File: config.mk
export PLATFORM = sky130hd
export DESIGN_NAME = alu_ctrl_sequencer
export DESIGN_NICKNAME = d
export VERILOG_FILES = /design/src/rtl/cpu_ctrl_pkg.sv /design/src/rtl/reg_sel_decoder.sv /design/src/rtl/alu_ctrl_sequencer.sv
export SDC_FILE = /design/constraint.sdc
export NUM_CORES = 1
export LEC_CHECK = 0
export ABC_AREA = 1
export BUFFER_PORTS_ARGS = -buffer_cell sky130_fd_sc_hd__buf_4
export CAP_MARGIN = 20
export CORE_UTILIZATION = 40
export CTS_CLUSTER_DIAMETER = 50
export DETAILED_ROUTE_END_ITERATION = 6
export HOLD_SLACK_MARGIN = 0.06
export PLACE_DENSITY = 0.85
export SLEW_MARGIN = 0
export SYNTH_ARGS = -nofsm -noshare
export SYNTH_HDL_FRONTEND = slang
export SYNTH_SLANG_ARGS = --single-unit
File: constraint.sdc
create_clock -name Clock -period 1.4 [get_ports Clock]
set_input_delay 0.07 -clock Clock [delete_from_list [all_inputs] [get_ports Clock]]
set_output_delay 0.07 -clock Clock [all_outputs]
set_load 0.01 [all_outputs]
File: src/rtl/cpu_ctrl_pkg.sv
// Shared opcode constants, ALU operation encoding, FSM state type and decode helpers
// for the single-bus CPU control sequencer. ALU_SEQ_MULDIV_EN enables mul/div decode.
package cpu_ctrl_pkg;

    localparam logic [4:0] OP_ADD  = 5'd3;
    localparam logic [4:0] OP_SUB  = 5'd4;
    localparam logic [4:0] OP_AND  = 5'd5;
    localparam logic [4:0] OP_OR   = 5'd6;
    localparam logic [4:0] OP_ROR  = 5'd7;
    localparam logic [4:0] OP_ROL  = 5'd8;
    localparam logic [4:0] OP_SHR  = 5'd9;
    localparam logic [4:0] OP_SHRA = 5'd10;
    localparam logic [4:0] OP_SHL  = 5'd11;
    localparam logic [4:0] OP_MUL  = 5'd15;
    localparam logic [4:0] OP_DIV  = 5'd16;
    localparam logic [4:0] OP_NEG  = 5'd17;
    localparam logic [4:0] OP_NOT  = 5'd18;

    typedef enum logic [3:0] {
        ALU_NOP  = 4'd0,
        ALU_ADD  = 4'd1,
        ALU_SUB  = 4'd2,
        ALU_AND  = 4'd3,
        ALU_OR   = 4'd4,
        ALU_ROR  = 4'd5,
        ALU_ROL  = 4'd6,
        ALU_SHR  = 4'd7,
        ALU_SHRA = 4'd8,
        ALU_SHL  = 4'd9,
        ALU_MUL  = 4'd10,
        ALU_DIV  = 4'd11,
        ALU_NEG  = 4'd12,
        ALU_NOT  = 4'd13
    } alu_op_t;

    typedef enum logic [2:0] {
        ST_IDLE, ST_T0, ST_T1, ST_T2, ST_T3, ST_T4, ST_T5, ST_T6
    } state_t;

    // Execute-phase shape of an instruction: how many states and which strobes.
    typedef enum logic [1:0] {
        CLS_BIN, CLS_UN, CLS_MD, CLS_ILL
    } op_class_t;

    function automatic op_class_t op_class(input logic [4:0] op);
        op_class_t cls;
        cls = CLS_ILL;
        case (op)
            OP_ADD, OP_SUB, OP_AND, OP_OR, OP_ROR,
            OP_ROL, OP_SHR, OP_SHRA, OP_SHL:        cls = CLS_BIN;
            OP_NEG, OP_NOT:                         cls = CLS_UN;
`ifdef ALU_SEQ_MULDIV_EN
            OP_MUL, OP_DIV:                         cls = CLS_MD;
`else
            OP_MUL, OP_DIV:                         cls = CLS_ILL;
`endif
            default:                                cls = CLS_ILL;
        endcase
        return cls;
    endfunction

    function automatic alu_op_t op_to_alu(input logic [4:0] op);
        alu_op_t alu;
        alu = ALU_NOP;
        case (op)
            OP_ADD:  alu = ALU_ADD;
            OP_SUB:  alu = ALU_SUB;
            OP_AND:  alu = ALU_AND;
            OP_OR:   alu = ALU_OR;
            OP_ROR:  alu = ALU_ROR;
            OP_ROL:  alu = ALU_ROL;
            OP_SHR:  alu = ALU_SHR;
            OP_SHRA: alu = ALU_SHRA;
            OP_SHL:  alu = ALU_SHL;
            OP_MUL:  alu = ALU_MUL;
            OP_DIV:  alu = ALU_DIV;
            OP_NEG:  alu = ALU_NEG;
            OP_NOT:  alu = ALU_NOT;
            default: alu = ALU_NOP;
        endcase
        return alu;
    endfunction

endpackage

File: src/rtl/reg_sel_decoder.sv
// 4-to-16 one-hot register-file select decoder with an enable; all outputs
// are low when disabled.
module reg_sel_decoder (
    input  logic        i_en,
    input  logic [3:0]  i_sel,
    output logic [15:0] o_onehot
);

    generate
        for (genvar gi = 0; gi < 16; gi++) begin : g_dec
            assign o_onehot[gi] = i_en && (i_sel == 4'(gi));
        end
    endgenerate

endmodule

File: src/rtl/alu_ctrl_sequencer.sv
// Fetch/execute control sequencer for the single-bus CPU datapath with a
// memory-ready wait/timeout in T1. Define ALU_SEQ_MULDIV_EN to decode mul/div (T6).
module alu_ctrl_sequencer
    import cpu_ctrl_pkg::*;
#(
    parameter int unsigned WAIT_MAX = 15    // valid range 1..15 (4-bit counter)
) (
    input  logic        Clock,
    input  logic        Clear,
    input  logic        run,
    input  logic        mem_ready,
    input  logic [31:0] IR,
    output logic        out_PC,
    output logic        MAR_in,
    output logic        IncPC,
    output logic        Z_in,
    output logic        out_Z_LO,
    output logic        out_Z_HI,
    output logic        PC_in,
    output logic        Read,
    output logic        MDR_in,
    output logic        out_MDR,
    output logic        IR_in,
    output logic        Y_in,
    output logic        in_HI,
    output logic        in_LO,
    output logic [15:0] reg_in,
    output logic [15:0] reg_out,
    output logic [3:0]  alu_op,
    output logic        busy,
    output logic        instr_done,
    output logic        illegal_op,
    output logic        mem_timeout
);

    localparam logic [3:0] WAIT_LAST = 4'(WAIT_MAX - 1);

    state_t    r_state;
    state_t    w_state_next;
    state_t    w_end_state;
    logic [3:0] r_wait_cnt;
    logic [3:0] w_wait_next;
    logic      r_mem_timeout;
    logic      w_timeout_set;

    op_class_t w_cls;
    alu_op_t   w_alu;
    alu_op_t   w_alu_op;
    logic [3:0] w_ra;
    logic [3:0] w_rb;
    logic [3:0] w_rc;
    logic      w_rin_en;
    logic      w_rout_en;
    logic [3:0] w_rout_sel;
    logic      w_unused_ir;

    assign w_cls       = op_class(IR[31:27]);
    assign w_alu       = op_to_alu(IR[31:27]);
    assign w_ra        = IR[26:23];
    assign w_rb        = IR[22:19];
    assign w_rc        = IR[18:15];
    assign w_unused_ir = ^IR[14:0];
    assign w_end_state = run ? ST_T0 : ST_IDLE;

    always_ff @(posedge Clock) begin
        if (Clear) begin
            r_state       <= ST_IDLE;
            r_wait_cnt    <= '0;
            r_mem_timeout <= 1'b0;
        end else begin
            r_state    <= w_state_next;
            r_wait_cnt <= w_wait_next;
            if (w_timeout_set) begin
                r_mem_timeout <= 1'b1;
            end
        end
    end

    always_comb begin
        w_state_next  = r_state;
        w_wait_next   = r_wait_cnt;
        w_timeout_set = 1'b0;
        case (r_state)
            ST_IDLE: begin
                // A timed-out sequencer stays parked until Clear.
                if (run && !r_mem_timeout) begin
                    w_state_next = ST_T0;
                end
            end
            ST_T0: begin
                w_state_next = ST_T1;
                w_wait_next  = '0;
            end
            ST_T1: begin
                if (mem_ready) begin
                    w_state_next = ST_T2;
                end else begin
                    w_wait_next = r_wait_cnt + 4'd1;
                    if (r_wait_cnt == WAIT_LAST) begin
                        w_state_next  = ST_IDLE;
                        w_timeout_set = 1'b1;
                    end
                end
            end
            ST_T2: w_state_next = ST_T3;
            ST_T3: w_state_next = (w_cls == CLS_ILL) ? ST_T0 : ST_T4;
            ST_T4: w_state_next = (w_cls == CLS_BIN || w_cls == CLS_MD) ? ST_T5 : w_end_state;
            ST_T5: w_state_next = (w_cls == CLS_MD) ? ST_T6 : w_end_state;
            default: w_state_next = w_end_state;
        endcase
    end

    always_comb begin
        out_PC     = 1'b0;
        MAR_in     = 1'b0;
        IncPC      = 1'b0;
        Z_in       = 1'b0;
        out_Z_LO   = 1'b0;
        out_Z_HI   = 1'b0;
        PC_in      = 1'b0;
        Read       = 1'b0;
        MDR_in     = 1'b0;
        out_MDR    = 1'b0;
        IR_in      = 1'b0;
        Y_in       = 1'b0;
        in_HI      = 1'b0;
        in_LO      = 1'b0;
        instr_done = 1'b0;
        illegal_op = 1'b0;
        w_alu_op   = ALU_NOP;
        w_rin_en   = 1'b0;
        w_rout_en  = 1'b0;
        w_rout_sel = w_ra;
        case (r_state)
            ST_T0: begin
                out_PC = 1'b1;
                MAR_in = 1'b1;
                IncPC  = 1'b1;
                Z_in   = 1'b1;
            end
            ST_T1: begin
                out_Z_LO = 1'b1;
                PC_in    = (r_wait_cnt == 4'd0);   // counter is zero only in the first T1 cycle
                Read     = 1'b1;
                MDR_in   = 1'b1;
            end
            ST_T2: begin
                out_MDR = 1'b1;
                IR_in   = 1'b1;
            end
            ST_T3: begin
                case (w_cls)
                    CLS_BIN: begin
                        w_rout_en  = 1'b1;
                        w_rout_sel = w_rb;
                        Y_in       = 1'b1;
                    end
                    CLS_UN: begin
                        w_rout_en  = 1'b1;
                        w_rout_sel = w_rb;
                        w_alu_op   = w_alu;
                        Z_in       = 1'b1;
                    end
                    CLS_MD: begin
                        w_rout_en  = 1'b1;
                        w_rout_sel = w_ra;
                        Y_in       = 1'b1;
                    end
                    default: illegal_op = 1'b1;
                endcase
            end
            ST_T4: begin
                case (w_cls)
                    CLS_BIN: begin
                        w_rout_en  = 1'b1;
                        w_rout_sel = w_rc;
                        w_alu_op   = w_alu;
                        Z_in       = 1'b1;
                    end
                    CLS_UN: begin
                        out_Z_LO   = 1'b1;
                        w_rin_en   = 1'b1;
                        instr_done = 1'b1;
                    end
                    CLS_MD: begin
                        w_rout_en  = 1'b1;
                        w_rout_sel = w_rb;
                        w_alu_op   = w_alu;
                        Z_in       = 1'b1;
                    end
                    default: ;
                endcase
            end
            ST_T5: begin
                case (w_cls)
                    CLS_BIN: begin
                        out_Z_LO   = 1'b1;
                        w_rin_en   = 1'b1;
                        instr_done = 1'b1;
                    end
                    CLS_MD: begin
                        out_Z_LO = 1'b1;
                        in_LO    = 1'b1;
                    end
                    default: ;
                endcase
            end
`ifdef ALU_SEQ_MULDIV_EN
            ST_T6: begin
                out_Z_HI   = 1'b1;
                in_HI      = 1'b1;
                instr_done = 1'b1;
            end
`else
            ST_T6: ;
`endif
            default: ;
        endcase
    end

    reg_sel_decoder u_reg_in_dec (
        .i_en     (w_rin_en),
        .i_sel    (w_ra),
        .o_onehot (reg_in)
    );

    reg_sel_decoder u_reg_out_dec (
        .i_en     (w_rout_en),
        .i_sel    (w_rout_sel),
        .o_onehot (reg_out)
    );

    assign alu_op      = w_alu_op;
    assign busy        = (r_state != ST_IDLE);
    assign mem_timeout = r_mem_timeout;

endmodule

==> summary.txt <==
Outcome - complete, but fails checks
Violations in the final reports - negative setup slack
Residual overflow from global routing - 0
Count of placed standard cells including taps - 317
Drt pass-1 iters - 6
Number of global-route vias before repair - 1555
Via Count - 1793
Final Skew - 0.00350 ns
Power per cell area - 692 mW/mm^2
Die Y - 56.5 microns
Layout filler cell count - 148
Number of antenna violations at the first check in global routing - 0
Utilization of the core after routing - 0.830
Layout Cell Area excl Fill - 0.00231 sq mm
Top flip-flop cell by instance count after synthesis - dfxtp_1
Critical Path End Type - output pin
Buffer type at the clock tree root - clkbuf_4
Post-synth EDFFs - 0
Post-layout worst setup margin - -0.430 ns
Leakage Power - 1.19 nW
TritonCTS Sinks - 8
Area of the die - 0.00319 sq mm
Yosys top cell area share - 0.139
Share of layout cells above drive strength 1 - 0.602
Post-synthesis cell count - 201
Cell type contributing the most total cell area after synthesis - nor2_1
Post-Place Setup Slack - -0.111 ns
Placed cell area - 0.00186 sq mm
Number of top-level pins - 90
Clock transition at the register clock pins on the worst setup and hold paths after CTS - 0.06 ns
Die width - 56.5 microns
Number of nets with antenna violations after detailed routing - 0
Post-route fraction of the period consumed by the critical path - 1.31
Synthesized area divided by synthesized cell count - 5.91 sq um
Area Growth Syn to Fin - 94.5%
Max-cap viol count - 0
Clock buffers created by TritonCTS - 3
Worst min path class - input port to flop
Wire length of the first global-routing pass - 6510 microns
Maximum number of buffers from clock root to sink - 2
Post-Route Setup TNS - -12.47 ns
Fin cells - 335
Final Wtd Congestion - 0.826
GRT Util Overall - 0.250
Port Buf Inserts - 71
Commonest cells in the synthesized netlist - nor2_1, inv_1, nand3_1
Yosys reg bits - 8
CTS H-tree depth - 1
Peak Freq - 546 MHz
Most used standard cell by instance count after synthesis - nor2_1
Clock network latency to the later pin of the worst-skew pair - 0.27 ns
Vias per std cell - 5.35
Final-report max-slew violation count - 0
Number of nets in the layout - 348
Largest cells by area after synthesis - nor2_1, dfxtp_1, nand3_1, inv_1, ha_1
DPL Wire Length - 2840 microns
Total standard cell area after synthesis - 0.00119 sq mm
Data required time of the critical path - 1.33 ns
Classification of the worst setup path - flop to output pin
Unrepaired setup endpoints after global routing - yes
Standard-cell rows - 19
Warning count from the yosys run - 0
Clock period minus final worst setup slack - 1.83 ns
Startpoint type of the worst setup path - flop
Async set-or-reset flop fraction in the synthesized netlist - 0
DRC Markers - 0
Post-synthesis sequential area ratio - 0.135
Standard cell core area - 0.00278 sq mm
Final hold violation count - 0
CP Max Fanout - 4
Starting DRC count in detailed routing - 59
Starting utilization of the core area - 0.427
Diode insertion count for antenna repair - 0
Detailed-route wire length - 5140 microns
Largest net degree at the start of global routing - 8
WP data arrival - 1.76 ns
Mean routed wirelength per cell - 15.3 microns
Largest vdd supply drop - 882 uV
Count of endpoints failing setup in the final report - 51
Number of different library cells in the post-synthesis netlist - 24
TritonCTS clock tree - built
==> logic make-up (layout without fill, tap and decap cells) <==
family	after synthesis	count (layout)	share of synthesized area
compound gates	25	25	0.117
simple gates	120	120	0.527
other cells	1	3	0.00316
fa+ha+maj	6	6	0.0632
buf+inv	41	142	0.155
flops	8	8	0.135
==> critical path: stages, from the launching register on <==
cell	delay, ns
dfxtp_2	0.32
inv_2	0.07
nand2_4	0.07
inv_4	0.08
nand2_4	0.05
nor2_4	0.14
nand2_1	0.10
nand2_2	0.12
nand4_1	0.22
nor2_1	0.17
buf_4	0.14
==> stage by stage <==
step                hold slack [ns]  total power [mW]
detailed placement            0.287              1.04
global route                 0.0769              1.67
finish                       0.0782              1.60
CTS                          0.0752              1.38
global placement              0.284              1.03
floorplan                     0.139             0.745
==> per-layer routing <==
| layer | routed length [microns] | vias up | global-route usage |
|---|---|---|---|
| li1 | - | 845 | - |
| met1 | 1930 | 837 | 0.289 |
| met2 | 2750 | 92 | 0.464 |
| met3 | 289 | 19 | 0.0323 |
| met4 | 168 | 0 | 0.0871 |
| met5 | 0 | - | 0 |
==> cell usage in the layout (no fill, tap or decap) <==
cell type | netlist | routed
buf_4 | 8 | 85
nor2_1 | 44 | 31
inv_1 | 28 | 22
buf_6 | 0 | 20
nand2_1 | 20 | 18
nand3_2 | 2 | 14
nand3_1 | 25 | 11
a21oi_1 | 13 | 11
nand2_4 | 5 | 10
nor2_2 | 1 | 10
nor2_4 | 4 | 8
nand2_2 | 10 | 7
ha_1 | 6 | 6
inv_2 | 5 | 5
dfxtp_1 | 8 | 5
inv_4 | 0 | 4
nor3_1 | 5 | 4
nor3_4 | 2 | 3
o21ai_0 | 5 | 3
conb_1 | 1 | 3
clkbuf_4 | 0 | 3
o22ai_2 | 0 | 2
nand4_1 | 2 | 2
a21oi_2 | 0 | 2
nand3_4 | 0 | 2
o21ai_2 | 0 | 2
dfxtp_2 | 0 | 2
inv_6 | 0 | 1
inv_8 | 0 | 1
a22oi_1 | 1 | 1
a31oi_1 | 1 | 1
o211ai_1 | 1 | 1
a211oi_2 | 0 | 1
a211oi_1 | 2 | 1
dlygate4sd3_1 | 0 | 1
dfxtp_4 | 0 | 1
==> sequential cells by signal (all words and copies together) (netlist names) <==
signal	cells
r_state	3
r_wait_cnt	4
mem_timeout	1
==> final cells by class <==
type / count / area, sq um / share of cell area
Sequential cell: 8 / 166 / 0.0720
Timing Repair Buffer: 106 / 873 / 0.378
Clock buffer: 3 / 22.5 / 0.00975
Multi-Input combinational cell: 154 / 1060 / 0.460
Inverter: 33 / 146 / 0.0634
Tap cell: 31 / 38.8 / 0.0168
==> final timing paths <==
| path | slack (ns) | startpoint | depth (start not counted) | endpoint |
|---|---|---|---|---|
| worst min-delay path | 0.08 | run | 3 | r_state[0]$_SDFFE_PP0P_ |
| worst min register to register | 0.49 | mem_timeout$_SDFFE_PP0P_ | 2 | mem_timeout$_SDFFE_PP0P_ |
| worst max register to register | -0.06 | r_state[0]$_SDFFE_PP0P_ | 9 | r_wait_cnt[3]$_SDFFE_PP0P_ |
| worst max-delay path | -0.43 | r_state[1]$_SDFFE_PP0P_ | 10 | reg_out[10] |
==> report_power, final <==
| group | leakage (nW) | internal [mW] | switching (mW) |
|---|---|---|---|
| registers | 0.0667 | 0.270 | 0.0371 |
| clock network | 0.0138 | 0.0997 | 0.102 |
| logic | 1.11 | 0.524 | 0.566 |
==> timing repair <==
action	4_1_cts	5_1_grt
gates cloned	0	0
pin swaps	22	18
hold buffers	1	0
setup endpoints to repair	46	52
endpoints found under the hold margin	5	0
gates resized for setup	39	52
setup buffers	10	9
Note: power is estimated with default switching activity, not from simulation.
